### src/rtl/fila_circular.sv
// Parametrised circular-buffer FIFO with occupancy status and sticky error flags.
// Optional synchronous flush port enabled by defining FILA_FLUSH_EN.
module fila_circular #(
    parameter  int DATA_W = 8,
    parameter  int DEPTH  = 8,
    localparam int LEN_W  = $clog2(DEPTH + 1)
) (
    input  logic              clk_10KHz,
    input  logic              reset,
`ifdef FILA_FLUSH_EN
    input  logic              flush_in,
`endif
    input  logic [DATA_W-1:0] data_in,
    input  logic              enqueue_in,
    input  logic              dequeue_in,
    output logic [DATA_W-1:0] data_out,
    output logic              data_valid_out,
    output logic [DATA_W-1:0] head_out,
    output logic [LEN_W-1:0]  len_out,
    output logic              full_out,
    output logic              empty_out,
    output logic              overflow_out,
    output logic              underflow_out
);

    localparam int PTR_W = $clog2(DEPTH);

    logic [DATA_W-1:0] mem [DEPTH];
    logic [PTR_W-1:0]  wr_ptr;
    logic [PTR_W-1:0]  rd_ptr;
    logic [LEN_W-1:0]  count;
    logic              flush;
    logic              enq_ok;
    logic              deq_ok;

`ifdef FILA_FLUSH_EN
    assign flush = flush_in;
`else
    assign flush = 1'b0;
`endif

    // Explicit wrap so non power-of-two depths work
    function automatic logic [PTR_W-1:0] nxt(input logic [PTR_W-1:0] p);
        return (p == PTR_W'(DEPTH - 1)) ? '0 : p + PTR_W'(1);
    endfunction

    assign deq_ok = dequeue_in && (count != '0);
    // A full queue still accepts a write when a read frees a slot on the same edge
    assign enq_ok = enqueue_in && ((count != LEN_W'(DEPTH)) || deq_ok);

    assign len_out   = count;
    assign full_out  = (count == LEN_W'(DEPTH));
    assign empty_out = (count == '0);
    assign head_out  = (count != '0) ? mem[rd_ptr] : '0;

    always_ff @(posedge clk_10KHz or negedge reset) begin
        if (!reset) begin
            for (int i = 0; i < DEPTH; i++) mem[i] <= '0;
            wr_ptr         <= '0;
            rd_ptr         <= '0;
            count          <= '0;
            data_out       <= '0;
            data_valid_out <= 1'b0;
            overflow_out   <= 1'b0;
            underflow_out  <= 1'b0;
        end else begin
            data_valid_out <= 1'b0;
            if (flush) begin
                wr_ptr <= '0;
                rd_ptr <= '0;
                count  <= '0;
            end else begin
                if (enq_ok) begin
                    mem[wr_ptr] <= data_in;
                    wr_ptr      <= nxt(wr_ptr);
                end
                if (deq_ok) begin
                    data_out       <= mem[rd_ptr];
                    rd_ptr         <= nxt(rd_ptr);
                    data_valid_out <= 1'b1;
                end
                if (enqueue_in && !enq_ok) overflow_out  <= 1'b1;
                if (dequeue_in && !deq_ok) underflow_out <= 1'b1;
                unique case ({enq_ok, deq_ok})
                    2'b10:   count <= count + LEN_W'(1);
                    2'b01:   count <= count - LEN_W'(1);
                    default: count <= count;
                endcase
            end
        end
    end

endmodule

### config.mk
export PLATFORM = sky130hd
export DESIGN_NAME = fila_circular
export DESIGN_NICKNAME = d
export VERILOG_FILES = /design/src/rtl/fila_circular.sv
export SDC_FILE = /design/constraint.sdc
export NUM_CORES = 1
export LEC_CHECK = 0
export BUFFER_PORTS_ARGS = -buffer_cell sky130_fd_sc_hd__buf_2
export CAP_MARGIN = 20
export CORE_MARGIN = 5
export CORE_UTILIZATION = 30
export CTS_BUF_LIST = sky130_fd_sc_hd__clkbuf_2
export DETAILED_ROUTE_END_ITERATION = 6
export HOLD_SLACK_MARGIN = 0.1
export PLACE_DENSITY = 0.47
export SETUP_SLACK_MARGIN = 0.2
export SYNTH_ARGS = -nofsm -noshare
export SYNTH_HDL_FRONTEND = slang
export SYNTH_SLANG_ARGS = --single-unit
### constraint.sdc
create_clock -name clk_10KHz -period 2.2 [get_ports clk_10KHz]
set_input_delay 0.22 -clock clk_10KHz [delete_from_list [all_inputs] [get_ports clk_10KHz]]
set_output_delay 0.22 -clock clk_10KHz [all_outputs]
set_load 0.005 [all_outputs]
---- After elaboration in Yosys (flattened, before gate mapping) ----
Index checks and enable logic that the tools add are counted.
W data, S select, Z words.
storage, ports and cells
  bits in registers ....................... 85
  bits of input ports ..................... 12
  output and inout bits ................... 25
  word-level logic and storage cells ...... 52
operators by class
  add/sub/neg operators ................... 4
  magnitude comparators ................... 3
  equal/unequal tests ..................... 6
  mux-type cells .......................... 11
  bitwise gates (word level) .............. 2
  reduce and logical (&&, ||, !) cells .... 11
operators by type and width
  operator               number
  $bwmux W64             1
  $mux W8                4
  $bmux W8 S3            1
  $demux W8 S3           1
  $ge A4 B4 Y1 const B   2
  $not A3 Y4             2
  $pmux W4 S2            1
  $add A3 B1 Y3 const B  2
  $eq A3 B3 Y1 const B   2
  $mux W3                2
  $logic_and A1 B1 Y1    5
  $add A4 B1 Y4 const B  1
  $eq A4 B4 Y1 const B   1
  $logic_not A4 Y1       1
  $lt A4 B1 Y1 const B   1
  $ne A4 B4 Y1 const B   1
  $reduce_bool A4 Y1     1
  $sub A4 B1 Y4 const B  1
  $eq A2 B1 Y1 const B   1
  $eq A2 B2 Y1 const B   1
  $logic_not A1 Y1       2
  $reduce_bool A2 Y1     1
  $logic_or A1 B1 Y1     1
  $mux W1                1

---- Logic depth before layout (Yosys ltp) ----
Gate-level depths: netlist of the first run.
  depth in word-level cells ............... 6
  gate-level depth with buffers ........... 12
  mapped depth without buffers ............ 10

---- Worst setup path before layout of the first run ----
No wires, ideal clock.
  path kind ............................... reg-to-reg
  from .................................... register count[1], in the netlist len_out[1]
  to ...................................... register count[2], in the netlist len_out[2]
  arrival ................................. 2,364 ps
  path slack .............................. -292 ps
  cell stages (with the launch flop) ...... 13
  path buffers ............................ 2
  period minus slack after synthesis ...... 2,492 ps
  cell sequence ........................... dfrtp_1 > buf_2 > nor4_1 > nand2b_1 > clkbuf_1 > inv_1 > ha_1 > xor2_1 > ha_1 > a21oi_1 > xor2_1 > nor2_1 > xor2_1
between the ends
  cells in the longest elaborated chain, start to end .. 6
RTL lines
  element                                                   line  source
  from (decl)                                               31    logic [LEN_W-1:0] count;
  from (signal assigned)                                    85    2'b10: count <= count + LEN_W'(1);
  from (signal assigned)                                    86    2'b01: count <= count - LEN_W'(1);
  from (signal assigned)                                    87    default: count <= count;
  $reduce_bool A4 Y1 *                                      47    assign deq_ok = dequeue_in && (count != '0);
  $logic_and A1 B1 Y1 *                                     47
  net deq_ok                                                34    logic deq_ok;
  $logic_or A1 B1 Y1                                        49    assign enq_ok = enqueue_in && ((count != LEN_W'(DEPTH)) || deq_ok);
  $logic_and A1 B1 Y1                                       49
  $eq A2 B1 Y1 / $eq A2 B2 Y1 (equally long branches)       84    unique case ({enq_ok, deq_ok})
  $pmux W4 S2 / $reduce_bool A2 Y1 (equally long branches)  n/a
The timed path passes the listed nets; every way through them passes the cells marked *.
A chain may end at the register's enable or synchronous reset.

---- Worst setup path after layout of the first run ----
  from .................................... register rd_ptr[0]
  to ...................................... output head_out[3]
between the ends
  cells in the longest elaborated chain, start to end .. 5
RTL lines
  element                                      line  source
  from (decl)                                  30    logic [PTR_W-1:0] rd_ptr;
  from (signal assigned)                       79    rd_ptr <= nxt(rd_ptr);
  $not A3 Y4 (implied by the code)             54    assign head_out = (count != '0) ? mem[rd_ptr] : '0;
  $bmux W8 S3                                  54
  $mux W8 (implied by the code) (2 in series)  54
  $mux W8                                      54
  to (decl)                                    18    output logic [DATA_W-1:0] head_out,
No other way between the ends. The select of a mux whose other input is x is not followed.

==> results of run 1 <==
-- per-layer routing --
metal  vias to the layer above  track usage [%]  part of all wire [%]
met5                         -                0                     0
met4                         0            5.166                   1.9
met3                        12            2.004                   2.8
met2                        36            18.41                    45
met1                      1291            16.73                    51
li1                       1226                -                     -
-- state kept, by name (all words and copies together), names as in the netlist --
name / count
data_valid_out: 1
wr_ptr: 3
data_out: 8
mem: 64
len_out: 4
rd_ptr: 3
overflow_out: 1
underflow_out: 1
-- stage by stage --
stage,TNS (ns),power [mW],instances,util [%],hold WS (ns)
floorplan,0,4.927,294,-,-0.07559
global placement,0,5.914,509,34.27,0.2610
detailed placement,0,5.988,509,34.27,0.2547
CTS,-0.6958,7.285,547,37.70,0.1247
global route,-1.165,8.013,555,38.84,0.1701
finish,-0.1538,7.470,555,38.84,0.1717
-- cell type report --
| cell class | instances | area, um2 |
|---|---|---|
| Multi-Input combinational cell | 191 | 1968 |
| Tap cell | 176 | 220.2 |
| Inverter | 2 | 12.51 |
| Antenna cell | 1 | 2.502 |
| Clock inverter | 5 | 60.06 |
| Fill cell | 1294 | 8035 |
| Sequential cell | 85 | 2133 |
| Clock buffer | 11 | 55.05 |
| Timing Repair Buffer | 84 | 650.6 |
-- power groups by stage --
| stage | Combinational, mW | Clock (mW) | Sequential (mW) |
|---|---|---|---|
| 6_report | 3.82 | 0.831 | 2.82 |
| 5_1_grt | 4.16 | 0.925 | 2.93 |
| 4_1_cts | 3.60 | 0.882 | 2.81 |
| 3_5_place_dp | 3.14 | 0 | 2.85 |
| 3_3_place_gp | 3.09 | 0 | 2.82 |
| 2_1_floorplan | 2.22 | 0 | 2.71 |
-- worst paths after layout --
kind	startpoint	endpoint	slack [ns]	depth (start not counted)
max	rd_ptr[0]	head_out[3]	-0.05	7
min	reset	mem[24]	0.17	2
max reg2reg	len_out[1]	len_out[2]	0.09	10
min reg2reg	underflow_out	underflow_out	0.49	1
max in group asynchronous	reset	mem[54]	1.36	3
min in group clk_10KHz	underflow_out	underflow_out	0.49	1
-- worst reg2reg max path: stages (launching register included) --
cell      delay [ns]
dfrtp_2         0.50
nor4_4          0.32
nand2b_4        0.20
inv_4           0.05
ha_4            0.17
xor2_1          0.16
ha_2            0.17
a21oi_2         0.11
xor2_1          0.15
nor2_1          0.06
xor2_1          0.14
-- cell usage in the layout (no fill, tap or decap), drive strengths merged, types with 3 or more instances in the layout --
master,count
xor2,4
o221ai,7
dfrtp,85
nor2,11
inv,3
a21o,3
mux2,82
dlygate4sd3,12
buf,71
o21ai,9
nand2,15
clkbuf,12
ha,7
mux2i,18
a22oi,8
nand4b,3
nor3,3
-- cells by family (layout without fill, tap and decap cells) --
| family | Yosys count | count (layout) | share of synthesized area [%] |
|---|---|---|---|
| adder cells (fa/ha/maj) | 7 | 7 | 2.202 |
| buffers and inverters | 18 | 102 | 2.139 |
| AND/OR/NAND/NOR | 47 | 47 | 6.228 |
| XOR/XNOR | 5 | 5 | 1.101 |
| AO/OA/AOI/OAI | 32 | 32 | 5.694 |
| other | 0 | 1 | 0 |
| multiplexers | 100 | 100 | 29.16 |
| flip-flops | 85 | 85 | 53.48 |
-- repair_timing --
item	in CTS	in global routing
endpoints found under the setup margin	27	21
pin swaps	11	6
cloned	1	1
setup buffers	9	6
hold buffers	12	0
gates resized for setup	24	15
hold endpoints to repair	150	0
==> flow_metrics.py, run 1 <==
metrics = {
    "outcome": {
        "status": "finished, violations left",
        "failed_checks": "negative setup slack",
    },
    "timing": {
        "fmax_mhz": 444.7,
        "finalClockSkew_ns": 0.02953,
        "fin_crit_sh_pct": 102.2,
        "drv_slew": 0,
        "grt_setup_unrepaired": "true",
        "timing.slew.headroom_pct": 61.90,
        "finalSetupViolCount": 6,
        "fin_crit_ns": 2.249,
        "hold_viol": 0,
        "worst_slew_pin_slew_ns": 0.5715,
        "postLayoutSetupSlackWorst_ns": -0.04867,
    },
    "critical_path": {
        "critical-path-top-delay-family": "flip-flops",
        "critPathArrivalTime_ns": 2.03,
        "start_kind": "flop",
        "cp_max_fo": 7,
        "critPathRequiredTime_ns": 1.98,
        "path_cells": "buf_12, clkbuf_16, mux2i_1, a22oi_2, o211ai_1, nor2_1, buf_2",
        "crit_slowest_cell": "dfrtp_2",
        "worstSetupPathType": "reg2out",
        "critPathBufInv": 3,
        "crit_path_max_incr_delay_ns": 0.49,
        "endpoint_kind": "output pin",
    },
    "global_routing": {
        "grt_pass1_vias": 2609,
        "antenna_found_initial": 1,
        "track_usage_pct": 11.98,
        "grt_max_degree": 43,
        "overflow": 0,
        "grt_pass1_wl_um": 14650,
    },
    "clock_tree": {
        "cts_tree": "done",
        "insertion_delay_ns": 0.55,
        "cts.clk_slew.worst_paths_ns": 0.25,
        "cts.sinks": 85,
        "numCtsBuffers": 9,
        "cts-root-to-sink-buffers": 2,
        "cts-root-buf": "clkbuf_2",
        "cts_max_level": 3,
    },
    "route": {
        "drcViolationCount": 0,
        "wl_per_cell_um": 16.41,
        "drt_iter0_drc": 153,
        "ant_nets": 0,
        "vias_per_cell": 4.622,
        "postRouteWirelength_um": 9106,
        "first_pass_iters": 4,
        "via_count": 2565,
    },
    "floorplanning": {
        "ios": 37,
        "die_h_um": 125.1,
        "die_area_um2": 15660,
        "die_x_um": 125.1,
        "initial_core_util_pct": 30.28,
        "rows": 42,
        "core-area_um2": 13140,
    },
    "power": {
        "combinationalPowerShare_pct": 51.1,
        "p_per_area_nw_per_um2": 1464,
        "ir_worst_vdd_uv": 369.3,
        "p_leak_nw": 2.313,
        "swShare_pct": 35.82,
        "p_clk_share_pct": 11.1,
        "p_int_mw": 4.795,
        "p_switching_mw": 2.676,
        "seq_power_share_pct": 37.8,
    },
    "synth": {
        "ys.flop_type": "dfrtp_1",
        "ys_seq_area_share_pct": 53.48,
        "yosysMostFrequentCell": "dfrtp_1",
        "yosys_warnings": 0,
        "yosys-top-cells-area": "dfrtp_1 53%, mux2_2 19%, mux2_4 5.7%",
        "synth.top_cell.area_share_pct": 53.48,
        "synth_area_leader_cell": "dfrtp_1",
        "ys_ff_latch": 85,
        "synth_nets": 313,
        "async_flop_share_pct": 100.0,
        "synth_edf_count": 0,
        "synth.distinct_cells": 35,
        "synthCells": 294,
        "yosys-top-cells-count": "85 x dfrtp_1, 66 x mux2_2, 18 x mux2i_1, 15 x mux2_4, 15 x nand2_1",
        "syn_area_um2": 3978,
        "syn_avg_cell_area_um2": 13.53,
    },
    "placement": {
        "gp_congestion": 0.6914,
        "place_ws_ns": 0.1174,
        "dp_hpwl_um": 5970,
        "io_buffer_count": 36,
        "dpl_cell_area_um2": 4502,
    },
    "final_layout": {
        "final_cell_area_um2": 5102,
        "final_net_count": 392,
        "drive_above_1_share_pct": 54.76,
        "synthToLayoutAreaGrowth_pct": 28.28,
    },
    "hold_path": {
        "hold_class": "in2async",
    },
    "job": {
        "maxCapViolations": 0,
    },
}
Power figures use the tool's default switching activity.
==> inputs of run 2 (changes only) <==
SETUP_SLACK_MARGIN = not set   (was 0.2)
==> flow_metrics.py, run 2 (same netlist as run 1, synthesis figures left out) <==
metrics = {
    "floorplanning": {
        "die_h_um": 125.1,
        "die_area_um2": 15660,
        "core-area_um2": 13140,
        "rows": 42,
        "ios": 37,
        "initial_core_util_pct": 30.28,
        "die_x_um": 125.1,
    },
    "final_layout": {
        "synthToLayoutAreaGrowth_pct": 24.44,
        "fin_util_pct": 37.68,
        "final_common_cell": "dfrtp_1",
        "fillers": 1293,
        "layout_common_cells": "81 x dfrtp_1, 66 x mux2_2, 35 x buf_2",
        "final_cell_area_um2": 4950,
        "drive_above_1_share_pct": 51.62,
        "regMostFlops": "mem",
        "largest_reg_flops": 64,
        "final_net_count": 384,
    },
    "route": {
        "drt_iter0_drc": 93,
        "dr_wl_met3_um": 299,
        "top_layer_used": "met4",
        "first_pass_iters": 4,
        "vias_per_cell": 4.640,
        "postRouteWirelength_um": 8667,
        "ant_nets": 0,
        "wl_per_cell_um": 15.84,
        "drcViolationCount": 0,
        "via_count": 2538,
        "dr_wl_met2_um": 3831,
        "wl_met1_um": 4373,
    },
    "clock_tree": {
        "insertion_delay_ns": 0.55,
        "numCtsBuffers": 9,
        "cts-root-to-sink-buffers": 2,
        "cts.sinks": 85,
        "cts_tree": "done",
        "cts.clk_slew.worst_paths_ns": 0.26,
        "cts_max_level": 3,
        "cts-root-buf": "clkbuf_2",
    },
    "power": {
        "power_mw": 7.125,
        "p_leak_nw": 2.251,
        "ir_worst_vdd_uv": 331.7,
        "p_per_area_nw_per_um2": 1440,
    },
    "job": {
        "maxCapViolations": 0,
    },
    "timing": {
        "postLayoutSetupSlackWorst_ns": -0.01432,
        "finalSetupViolCount": 1,
        "drv_slew": 0,
        "fin_crit_sh_pct": 100.7,
        "timing.slew.headroom_pct": 65.21,
        "grt_setup_unrepaired": "true",
        "finalClockSkew_ns": 0.03445,
        "worst_slew_pin_slew_ns": 0.5219,
        "hold_viol": 0,
        "fmax_mhz": 451.6,
        "hold_slack_ns": 0.1437,
        "fin_crit_ns": 2.214,
    },
    "critical_path": {
        "cp_max_fo": 16,
        "critPathRequiredTime_ns": 1.98,
        "crit_slowest_cell": "dfrtp_2",
        "path_cells": "buf_12, mux2i_1, a22oi_2, o221ai_2, nor2_1, buf_2",
        "endpoint_kind": "output pin",
        "crit_path_max_incr_delay_ns": 0.51,
        "start_kind": "flop",
        "critPathBufInv": 2,
        "worstSetupPathType": "reg2out",
        "critPathArrivalTime_ns": 1.99,
        "critical-path-top-delay-family": "flip-flops",
    },
    "global_routing": {
        "grt_pass1_vias": 2689,
        "grt_max_degree": 49,
        "overflow": 0,
        "antenna_found_initial": 1,
        "track_usage_pct": 11.65,
        "grt_pass1_wl_um": 14480,
    },
    "hold_path": {
        "hold_class": "in2async",
    },
    "outcome": {
        "status": "finished, violations left",
        "failed_checks": "negative setup slack",
    },
    "placement": {
        "dp_hpwl_um": 5927,
        "gp_congestion": 0.6981,
        "dpl_cell_area_um2": 4547,
        "io_buffer_count": 36,
    },
}
[run 2: changes by cell type in the layout (fill, tap and decap cells not counted), moves of 2 or more]
| cell | previous run | this run |
|---|---|---|
| nor4bb_1 | 0 | 2 |
| buf_6 | 4 | 1 |
| buf_12 | 2 | 5 |
| nor4bb_4 | 2 | 0 |
| buf_4 | 29 | 23 |
[run 2: repair_timing]
action,4_1_cts,5_1_grt
setup endpoints to repair,8,22
gates resized for setup,15,13
hold buffers,12,0
buffers inserted,3,4
pin swaps,8,8
hold endpoints to repair,152,0
[run 2: final timing paths]
kind                               start       endpoint  slack, ns  depth (start not counted)
setup / recovery               rd_ptr[0]    head_out[7]      -0.01                          6
hold / removal                     reset        mem[41]       0.14                          2
setup reg to reg              len_out[2]     len_out[2]       0.13                         10
hold reg to reg            underflow_out  underflow_out       0.48                          1
max in group asynchronous          reset      rd_ptr[2]       1.39                          3
min in group clk_10KHz     underflow_out  underflow_out       0.48                          1
[run 2: final cells by class]
class	count	area [um2]	share of cell area [%]
sequential	85	2132	43.07
multi-input combinational	191	1909	38.57
timing repair buffer	76	579.3	11.70
tap	176	220.2	4.449
clock buffer	10	50.05	1.011
clock inverter	6	46.29	0.9353
inverter	2	10.01	0.2022
antenna	1	2.502	0.05056
[run 2: metrics by stage]
step / std cells / setup WS (ns) / setup TNS [ns]
CTS: 542 / -0.1132 / -0.6085
global route: 547 / -0.1788 / -1.269
global placement: 511 / 0.08348 / 0
floorplan: 294 / 0.01651 / 0
finish: 547 / -0.01432 / -0.01432
detailed placement: 511 / 0.05721 / 0
[run 2: routing by layer]
| metal | global-route usage, % | vias up |
|---|---|---|
| li1 | - | 1228 |
| met1 | 16.53 | 1261 |
| met2 | 17.21 | 38 |
| met3 | 2.260 | 11 |
| met4 | 5.357 | 0 |
| met5 | 0 | - |
[run 2: report_power, final]
group	leakage, nW	internal, mW	switching (mW)	total, mW
clock	0.0589	0.161	0.580	0.742
combinational	1.17	2.03	1.54	3.57
sequential	1.02	2.34	0.474	2.81
total	2.25	4.53	2.59	7.13
==> inputs of run 3 (changes only) <==
BUFFER_PORTS_ARGS = not set   (was -buffer_cell sky130_fd_sc_hd__buf_2)
DONT_BUFFER_PORTS = 1   (was not set)
PLACE_DENSITY = 0.44   (was 0.47)
==> flow_metrics.py, run 3 (same netlist as run 1, synthesis figures left out) <==
metrics = {
    "timing": {
        "finalSetupViolCount": 0,
        "drv_slew": 0,
        "grt_setup_unrepaired": "true",
        "fin_crit_sh_pct": 99.26,
        "fmax_mhz": 457.9,
        "fin_tns_setup_ns": 0,
        "finalClockSkew_ns": 0.02723,
        "timing.slew.headroom_pct": 70.61,
        "fin_crit_ns": 2.184,
        "hold_viol": 0,
        "worst_slew_pin_slew_ns": 0.4409,
    },
    "route": {
        "drt_iter0_drc": 123,
        "top_layer_used": "met4",
        "via_count": 2453,
        "drcViolationCount": 0,
        "dr_wl_met2_um": 3984,
        "first_pass_iters": 4,
        "dr_wl_met3_um": 379,
        "wl_per_cell_um": 17.41,
        "vias_per_cell": 4.745,
        "postRouteWirelength_um": 9002,
        "ant_nets": 0,
        "wl_met1_um": 4498,
    },
    "clock_tree": {
        "insertion_delay_ns": 0.53,
        "numCtsBuffers": 9,
        "cts-root-buf": "clkbuf_2",
        "cts-root-to-sink-buffers": 2,
        "cts.clk_slew.worst_paths_ns": 0.23,
        "cts_tree": "done",
        "cts.sinks": 85,
        "cts_max_level": 3,
    },
    "critical_path": {
        "ff2ff_setup_slack_ns": 0.11,
        "r2r-end": "data_out[2]",
        "r2r_start": "rd_ptr[0]",
        "crit_path_end": "head_out[5]",
        "start_kind": "flop",
        "endpoint_kind": "output pin",
        "critPathRequiredTime_ns": 1.98,
        "critPathBufInv": 1,
        "critPathLaunch": "rd_ptr[0]",
        "path_depth": 5,
        "path_cells": "buf_12, mux2i_1, a22oi_2, o221ai_1, nor2_1",
        "critPathArrivalTime_ns": 1.96,
        "reg2reg_depth": 12,
        "cp_max_fo": 18,
        "crit_slowest_cell": "dfrtp_2",
        "critical-path-top-delay-family": "flip-flops",
        "crit_path_max_incr_delay_ns": 0.49,
        "worstSetupPathType": "reg2out",
    },
    "floorplanning": {
        "die_area_um2": 15660,
        "ios": 37,
        "core-area_um2": 13140,
        "initial_core_util_pct": 30.28,
        "rows": 42,
        "die_x_um": 125.1,
        "die_h_um": 125.1,
    },
    "hold_path": {
        "hold_class": "in2async",
    },
    "power": {
        "p_clk_share_pct": 11.2,
        "ir_worst_vdd_uv": 303.0,
        "p_int_mw": 4.628,
        "p_leak_nw": 2.162,
        "p_switching_mw": 2.610,
        "combinationalPowerShare_pct": 49.4,
        "p_per_area_nw_per_um2": 1476,
        "seq_power_share_pct": 39.4,
        "swShare_pct": 36.06,
    },
    "outcome": {
        "status": "complete, no violations",
    },
    "placement": {
        "dpl_cell_area_um2": 4344,
        "gp_congestion": 0.6678,
        "io_buffer_count": 0,
        "dp_hpwl_um": 5748,
    },
    "global_routing": {
        "antenna_found_initial": 2,
        "grt_max_degree": 86,
        "grt_pass1_vias": 2576,
        "overflow": 0,
        "track_usage_pct": 12.11,
        "grt_pass1_wl_um": 14750,
    },
    "final_layout": {
        "drive_above_1_share_pct": 48.97,
        "layout_common_cells": "80 x dfrtp_1, 65 x mux2_2, 24 x buf_4",
        "final_common_cell": "dfrtp_1",
        "final_cell_area_um2": 4903,
        "largest_reg_flops": 64,
        "regMostFlops": "mem",
        "final_net_count": 353,
        "synthToLayoutAreaGrowth_pct": 23.28,
    },
    "job": {
        "maxCapViolations": 0,
    },
}
[run 3: final cells by class]
cell class | count | area (um2)
antenna | 2 | 5.005
clock inverter | 6 | 62.56
inverter | 2 | 10.01
tap | 176 | 220.2
multi-input combinational | 191 | 1923
clock buffer | 10 | 50.05
fill | 1283 | 8234
sequential | 85 | 2133
timing repair buffer | 45 | 499.2
[run 3: what timing repair did]
action,CTS,global route
cloned,2,0
setup endpoints to repair,8,27
endpoints found under the hold margin,165,0
resized for setup,19,21
pin swaps,3,14
hold buffers,12,0
setup buffers,8,3
[run 3: power by group through the flow]
stage / combinational (mW) / clock, mW / sequential (mW)
finish: 3.57 / 0.813 / 2.85
detailed placement: 2.85 / 0 / 2.87
global placement: 2.81 / 0 / 2.84
floorplan: 2.20 / 0 / 2.71
global route: 3.94 / 0.934 / 2.97
CTS: 3.55 / 0.857 / 2.83
[run 3: how the worst min path moves through the flow]
stage / from / to / cells past startpoint
after floorplan: reset / data_out[0] / 0
after global placement: reset / mem[43] / 0
after detailed placement: reset / mem[59] / 0
after CTS: reset / mem[53] / 2
after global routing: reset / wr_ptr[2] / 2
final: reset / wr_ptr[2] / 2
[run 3: metal layers]
layer / global-route usage [%] / vias to the layer above
li1: - / 1160
met1: 17.49 / 1242
met2: 17.30 / 42
met3: 2.900 / 9
met4: 5.166 / 0
met5: 0 / -
[run 3: stage by stage]
step | std cells | setup slack (ns) | hold slack (ns) | util (%) | power (mW)
after CTS | 512 | -0.05676 | 0.1974 | 36.56 | 7.238
final | 517 | 0.01623 | 0.2208 | 37.32 | 7.238
after detailed placement | 474 | 0.07047 | -0.06993 | 33.07 | 5.720
after floorplan | 294 | 0.01651 | -0.07559 | - | 4.910
after global placement | 474 | 0.02686 | -0.06981 | 33.07 | 5.647
after global routing | 517 | -0.1406 | 0.2010 | 37.32 | 7.838
